==> config.mk <==
export PLATFORM = sky130hd
export DESIGN_NAME = pccm_sync_collector
export DESIGN_NICKNAME = d
export VERILOG_FILES = /design/src/rtl/pccm_sync_collector.sv
export SDC_FILE = /design/constraint.sdc
export NUM_CORES = 1
export LEC_CHECK = 0
export CAP_MARGIN = 20
export CORE_AREA = 2 2 64 126
export DETAILED_ROUTE_END_ITERATION = 12
export DIE_AREA = 0 0 66 128
export DONT_BUFFER_PORTS = 1
export GPL_TIMING_DRIVEN = 0
export PLACE_DENSITY_LB_ADDON = 0.1
export SLEW_MARGIN = 10
export SYNTH_ARGS = -nofsm -noshare
export SYNTH_HDL_FRONTEND = slang
export SYNTH_SLANG_ARGS = --single-unit
==> constraint.sdc <==
create_clock -name clk -period 2.7 [get_ports clk]
set_clock_uncertainty 0.15 [all_clocks]
set_input_delay 0.135 -clock clk [delete_from_list [all_inputs] [get_ports clk]]
set_output_delay 0.135 -clock clk [all_outputs]
set_load 0.01 [all_outputs]
==> src/rtl/pccm_sync_collector.sv <==
// ============================================================================
// Module     : pccm_sync_collector
// Description: Collects per-core barrier-sync / halt pulses into stable levels
//              for the PCCM, turns continue levels into one-cycle resume
//              pulses, counts completed barriers. Optional barrier timeout
//              enabled by defining SYNC_TIMEOUT_EN.
// Revision   : 1.0 - initial release
// ============================================================================
`default_nettype none

module pccm_sync_collector #(
    parameter int                   NUM_CPU     = 4,
    parameter int                   CNT_W       = 16,
    parameter int                   TIMEOUT_W   = 16,
    parameter logic [TIMEOUT_W-1:0] TIMEOUT_CYC = 16'hFFFF
) (
    input  logic               clk,
    input  logic               reset,
    input  logic               int_reset,
    input  logic [NUM_CPU-1:0] cpu_sync_req,
    input  logic [NUM_CPU-1:0] cpu_halt_req,
    input  logic [NUM_CPU-1:0] cpu_continue_in,
    output logic [NUM_CPU-1:0] cpu_sync_out,
    output logic [NUM_CPU-1:0] cpu_halt_out,
    output logic [NUM_CPU-1:0] cpu_resume,
    output logic [CNT_W-1:0]   barrier_count,
    output logic               barrier_err
);

    typedef enum logic [1:0] {
        ST_IDLE    = 2'd0,
        ST_ARRIVED = 2'd1,
        ST_HALTED  = 2'd2
    } core_state_t;

    core_state_t        state_q [NUM_CPU];
    core_state_t        state_d [NUM_CPU];
    logic [NUM_CPU-1:0] resume_q, resume_d;
    logic [NUM_CPU-1:0] sync_out_q, sync_out_d;
    logic [NUM_CPU-1:0] halt_out_q, halt_out_d;
    logic [NUM_CPU-1:0] arrived_now;
    logic [CNT_W-1:0]   count_q, count_d;
    logic               clear;

    assign clear = !reset || int_reset;

    always_comb begin
        for (int i = 0; i < NUM_CPU; i++) begin
            state_d[i]  = state_q[i];
            resume_d[i] = 1'b0;
            case (state_q[i])
                ST_HALTED: begin
                    state_d[i] = ST_HALTED;
                end
                ST_ARRIVED: begin
                    // Halt drops the pending arrival without a resume
                    if (cpu_halt_req[i]) begin
                        state_d[i] = ST_HALTED;
                    end else if (cpu_continue_in[i]) begin
                        resume_d[i] = 1'b1;
                        state_d[i]  = cpu_sync_req[i] ? ST_ARRIVED : ST_IDLE;
                    end
                end
                default: begin
                    if (cpu_halt_req[i]) begin
                        state_d[i] = ST_HALTED;
                    end else if (cpu_sync_req[i]) begin
                        state_d[i] = ST_ARRIVED;
                    end else begin
                        state_d[i] = ST_IDLE;
                    end
                end
            endcase
        end
    end

    always_comb begin
        for (int i = 0; i < NUM_CPU; i++) begin
            arrived_now[i] = (state_q[i] == ST_ARRIVED);
            halt_out_d[i]  = (state_d[i] == ST_HALTED);
            sync_out_d[i]  = (state_d[i] == ST_ARRIVED) || (state_d[i] == ST_HALTED);
        end
    end

    // Any release while every core is synced completes a barrier
    always_comb begin
        count_d = count_q;
        if ((&sync_out_q) && (|resume_d)) begin
            count_d = count_q + 1'b1;
        end
    end

    always_ff @(posedge clk) begin
        if (clear) begin
            for (int i = 0; i < NUM_CPU; i++) begin
                state_q[i] <= ST_IDLE;
            end
            resume_q   <= '0;
            sync_out_q <= '0;
            halt_out_q <= '0;
            count_q    <= '0;
        end else begin
            for (int i = 0; i < NUM_CPU; i++) begin
                state_q[i] <= state_d[i];
            end
            resume_q   <= resume_d;
            sync_out_q <= sync_out_d;
            halt_out_q <= halt_out_d;
            count_q    <= count_d;
        end
    end

`ifdef SYNC_TIMEOUT_EN
    logic [TIMEOUT_W-1:0] tmo_q, tmo_d;
    logic                 err_q, err_d;
    logic                 barrier_open;

    assign barrier_open = (|arrived_now) && !(&sync_out_q);

    always_comb begin
        tmo_d = '0;
        err_d = err_q || (tmo_q == TIMEOUT_CYC);
        if (barrier_open) begin
            tmo_d = (tmo_q == TIMEOUT_CYC) ? tmo_q : tmo_q + 1'b1;
        end
    end

    always_ff @(posedge clk) begin
        if (clear) begin
            tmo_q <= '0;
            err_q <= 1'b0;
        end else begin
            tmo_q <= tmo_d;
            err_q <= err_d;
        end
    end

    assign barrier_err = err_q;
`else
    logic unused_arrived;
    assign unused_arrived = |arrived_now;
    assign barrier_err    = 1'b0;
`endif

    assign cpu_sync_out  = sync_out_q;
    assign cpu_halt_out  = halt_out_q;
    assign cpu_resume    = resume_q;
    assign barrier_count = count_q;

endmodule

`default_nettype wire
# [After elaboration in Yosys (flattened, before gate mapping)]
# Memories as Yosys holds them, arrays and structs flattened.
# Cells that the tools add are included.
# W data, S select, Z words.
[op_classes] n_bitwise=4 n_lt_le_gt_ge=0 shift=0 n_mux=39 add_sub_neg=1 eq_ne=16 n_reduce_logical=9 div_mod_pow=0 mul=0
[op_table] op="$mux W2" count=16
[op_table] op="$mux W1" count=19
[op_table] op="$add A16 B1 Y16 const B" count=1
[op_table] op="$eq A2 B1 Y1 const B" count=8
[op_table] op="$eq A2 B2 Y1 const B" count=8
[op_table] op="$pmux W2 S2" count=4
[op_table] op="$logic_or A1 B1 Y1" count=5
[op_table] op="$or A1 B1 Y1" count=4
[op_table] op="$reduce_and A4 Y1" count=1
[op_table] op="$reduce_or A4 Y1" count=1
[op_table] op="$logic_and A1 B1 Y1" count=1
[op_table] op="$logic_not A1 Y1" count=1
[word_totals] register_bits=28 output_inout_bits=29 n_memories=1 ramBits=8 mem_bits_ro=0 latch_bits=0
[memory_table] name="state_q" words=4 word_bits=2 rd=4 rd_ports_with_merged_regs=0 wr=4 line="36" source="core_state_t state_q [NUM_CPU];"

# [Depth between registers and ports, before layout]
[depth] word_depth=6 ltp_mapped=7 mapped_depth_nobuf=7

# [Worst setup path after synthesis]
# Ideal clock, no wire load.
[synth_path] path_kind="reg-to-reg" startpoint="memory state_q[1][1] (netlist name)" endpoint="register count_q[7] (netlist: barrier_count[7])" path_slack_ps=767 arrival_ps=1713 stages_incl_launch_ff=7 n_path_buf=0 setup_ps=70 required_ps=2480 cell_sequence="dfxtp_1 > inv_1 > ha_1 > nand3b_1 > a41o_1 > or4_2 > a21oi_1"
[synth_lines] element="start, declared" line="36"
[synth_lines] element="end signal, assigned" line="109" source="count_q <= count_d;"
[synth_lines] element="end, declared" line="42" source="logic [CNT_W-1:0] count_q, count_d;"

==> summary.txt <==
Status: finished clean
CP peak stage delay: 0.45 ns
Post-route antenna net violation count: 0
Post-synth top flop: dfxtp_1
Total Wirelength: 5.13 mm
Initial Util: 0.239
Seq/Total Area, Yosys: 0.400
CP Class: register to register
Worst VDD drop: 0.320 mV
Share of layout cells above drive strength 1: 0.0955
Final hold violations: 0
Worst-path clk slew: 0.06 ns
Flop-to-flop setup slack: 0.38 ns
Slowest stage cell, crit path: o41ai_1
# setup viols final: 0
P per Cell Area: 567 nW/µm²
Die area: 8450 µm²
Fin nets: 248
Asr flop ratio synth: 0
Top-Level Pins: 44
CP arrival: 2.32 ns
CTS Hold Bufs: 12
Core Region: 7540 µm²
Required time worst endpoint: 2.70 ns
Largest net degree at the start of global routing: 11
Routability-driven placement congestion ratio: 0.703
Skew-Pair Late Insertion Delay: 0.28 ns
Non-Filler Instances: 314
Most frequent cells in the layout: 36 x dfxtp_1, 19 x a21oi_1, 17 x nor2_1
Fin Hold WS: 0.00740 ns
Top delay family on crit path: compound AO/OA/AOI/OAI gates
Min-Delay Path Class: input pin to register
Synthesized area per cell: 8.96 µm²
Synth-to-Final Area Change: 21.7%
Post-Layout Inst Area: 2190 µm²
RSZ-0062 raised after global routing: no
Critical path origin: state_q[1][1]$_SDFF_PP0_
Synth Register Bits: 36
Distinct cells, synth: 42
Max frequency: 430 MHz
DIE HEIGHT: 128 µm
Synth Cell Area: 1800 µm²
Post-Syn Instances: 201
CTS resizes: 0
Number of remaining DRC errors: 0
CP max FO: 10
# diodes: 0
Area after DPL: 1920 µm²
PortBufs: 0
Synth Net Count: 229
Synthesis Warnings: 0
Leak: 0.778 nW
Detailed Route Iter0 Violations: 45
Post-CTS setup buffer count: 0
First-pass DRT Iterations: 4
Fin. max-slew vios: 0
Clk buf depth: 2
Total grt overflow: 0
Root Driver: clkbuf_16
Levels on crit path: 7
Max-slew headroom: 0.408
WP buf/inv: 2
Critical path, cell by cell: inv_1 > ha_1 > nand3b_1 > a41o_1 > clkbuf_1 > o41ai_1 > a21oi_1
Cells on worst reg2reg path: 7
CP Launch Type: register
Global-route wire length before repair: 8.00 mm
Startpoint of the worst register-to-register path: state_q[1][1]$_SDFF_PP0_
DR vias: 1515
Via density: 4.82
Worst Setup EP: barrier_count[13]$_SDFFE_PP0P_
Vias in the first global route: 1611
MaxCap Viol Count: 0
Least-Margin Pin Slew: 0.880 ns
Commonest non-fill, non-tap cell in the layout: dfxtp_1
Setup crit end kind: register
Tmin final: 2.32 ns
Post-synth EDFFs: 0
Die span in x: 66 µm
Cells after DPL: 295
Htree depth: 2
Period utilisation layout: 0.860
Setup TNS: 0 ns
Placed wire-length estimate: 3.95 mm
Clock sinks: 36
CTS buffer count: 5
TritonCTS clock tree: built
WL per Instance: 16.4 µm
Row count: 45
Total GRT Usage: 0.129
RR Endpoint: barrier_count[13]$_SDFFE_PP0P_
Initial antenna violation count: 0
-- state kept, by name, indices dropped and copies added, names as in the netlist --
| register | flops |
|---|---|
| barrier_count | 16 |
| cpu_sync_out | 4 |
| state_q | 8 |
| cpu_resume | 4 |
| cpu_halt_out | 4 |
-- cell usage after synthesis (all sizes together) (4+ instances only) --
cell	count	area share
o21ai	8	0.022
a21oi	19	0.053
o41ai	4	0.019
and2	10	0.035
nand4	6	0.024
or3	4	0.015
ha	13	0.090
nand2	10	0.021
nand2b	5	0.017
nand3b	4	0.017
inv	14	0.029
nor2	17	0.035
nand3	4	0.011
dfxtp	36	0.40
or4	4	0.019
-- layer usage --
layer	share of wire	vias up	GRT usage
met5	0	-	0
met4	0.021	0	0.0540
met3	0.048	6	0.0369
met2	0.60	31	0.263
li1	-	766	-
met1	0.33	712	0.107
-- kinds of logic after synthesis --
| kind of cell | share of synthesized area |
|---|---|
| simple gates | 0.279 |
| compound gates | 0.160 |
| flops | 0.400 |
| buf+inv | 0.0521 |
| fa+ha+maj | 0.0903 |
| mux | 0.0111 |
| other cells | 0.00208 |
| xor+xnor | 0.00487 |
-- worst min-delay path by stage --
stage                    startpoint                  endpoint  cells past startpoint
floorplan           cpu_halt_req[3]  state_q[3][0]$_SDFF_PP0_                      2
detailed placement  cpu_halt_req[0]  state_q[0][0]$_SDFF_PP0_                      2
global placement    cpu_halt_req[0]  state_q[0][0]$_SDFF_PP0_                      2
finish              cpu_halt_req[1]  cpu_resume[1]$_SDFF_PP0_                      2
global route        cpu_halt_req[1]  cpu_resume[1]$_SDFF_PP0_                      2
CTS                 cpu_halt_req[1]  cpu_resume[1]$_SDFF_PP0_                      2
-- per-stage QoR --
| step | setup WS [ns] | util | power (mW) |
|---|---|---|---|
| after floorplan | 0.767 | - | 0.618 |
| after global placement | 0.353 | 0.254 | 0.638 |
| after detailed placement | 0.368 | 0.254 | 0.638 |
| after CTS | 0.350 | 0.290 | 1.27 |
| after global routing | 0.178 | 0.290 | 1.29 |
| final | 0.377 | 0.290 | 1.24 |
-- layout make-up --
cell class / count / area, µm²
Fill cell: 837 / 5350
Multi-Input combinational cell: 145 / 986
Sequential cell: 36 / 721
Clock buffer: 7 / 153
Timing Repair Buffer: 12 / 120
Tap cell: 94 / 118
Inverter: 14 / 52.6
Buffer: 6 / 41.3
-- power by group --
part	switching (mW)	leakage, nW	internal [mW]
clock network	0.216	0.0760	0.387
registers	0.0103	0.292	0.542
logic	0.0425	0.410	0.0437
Note: power is estimated with default switching activity, not from simulation.
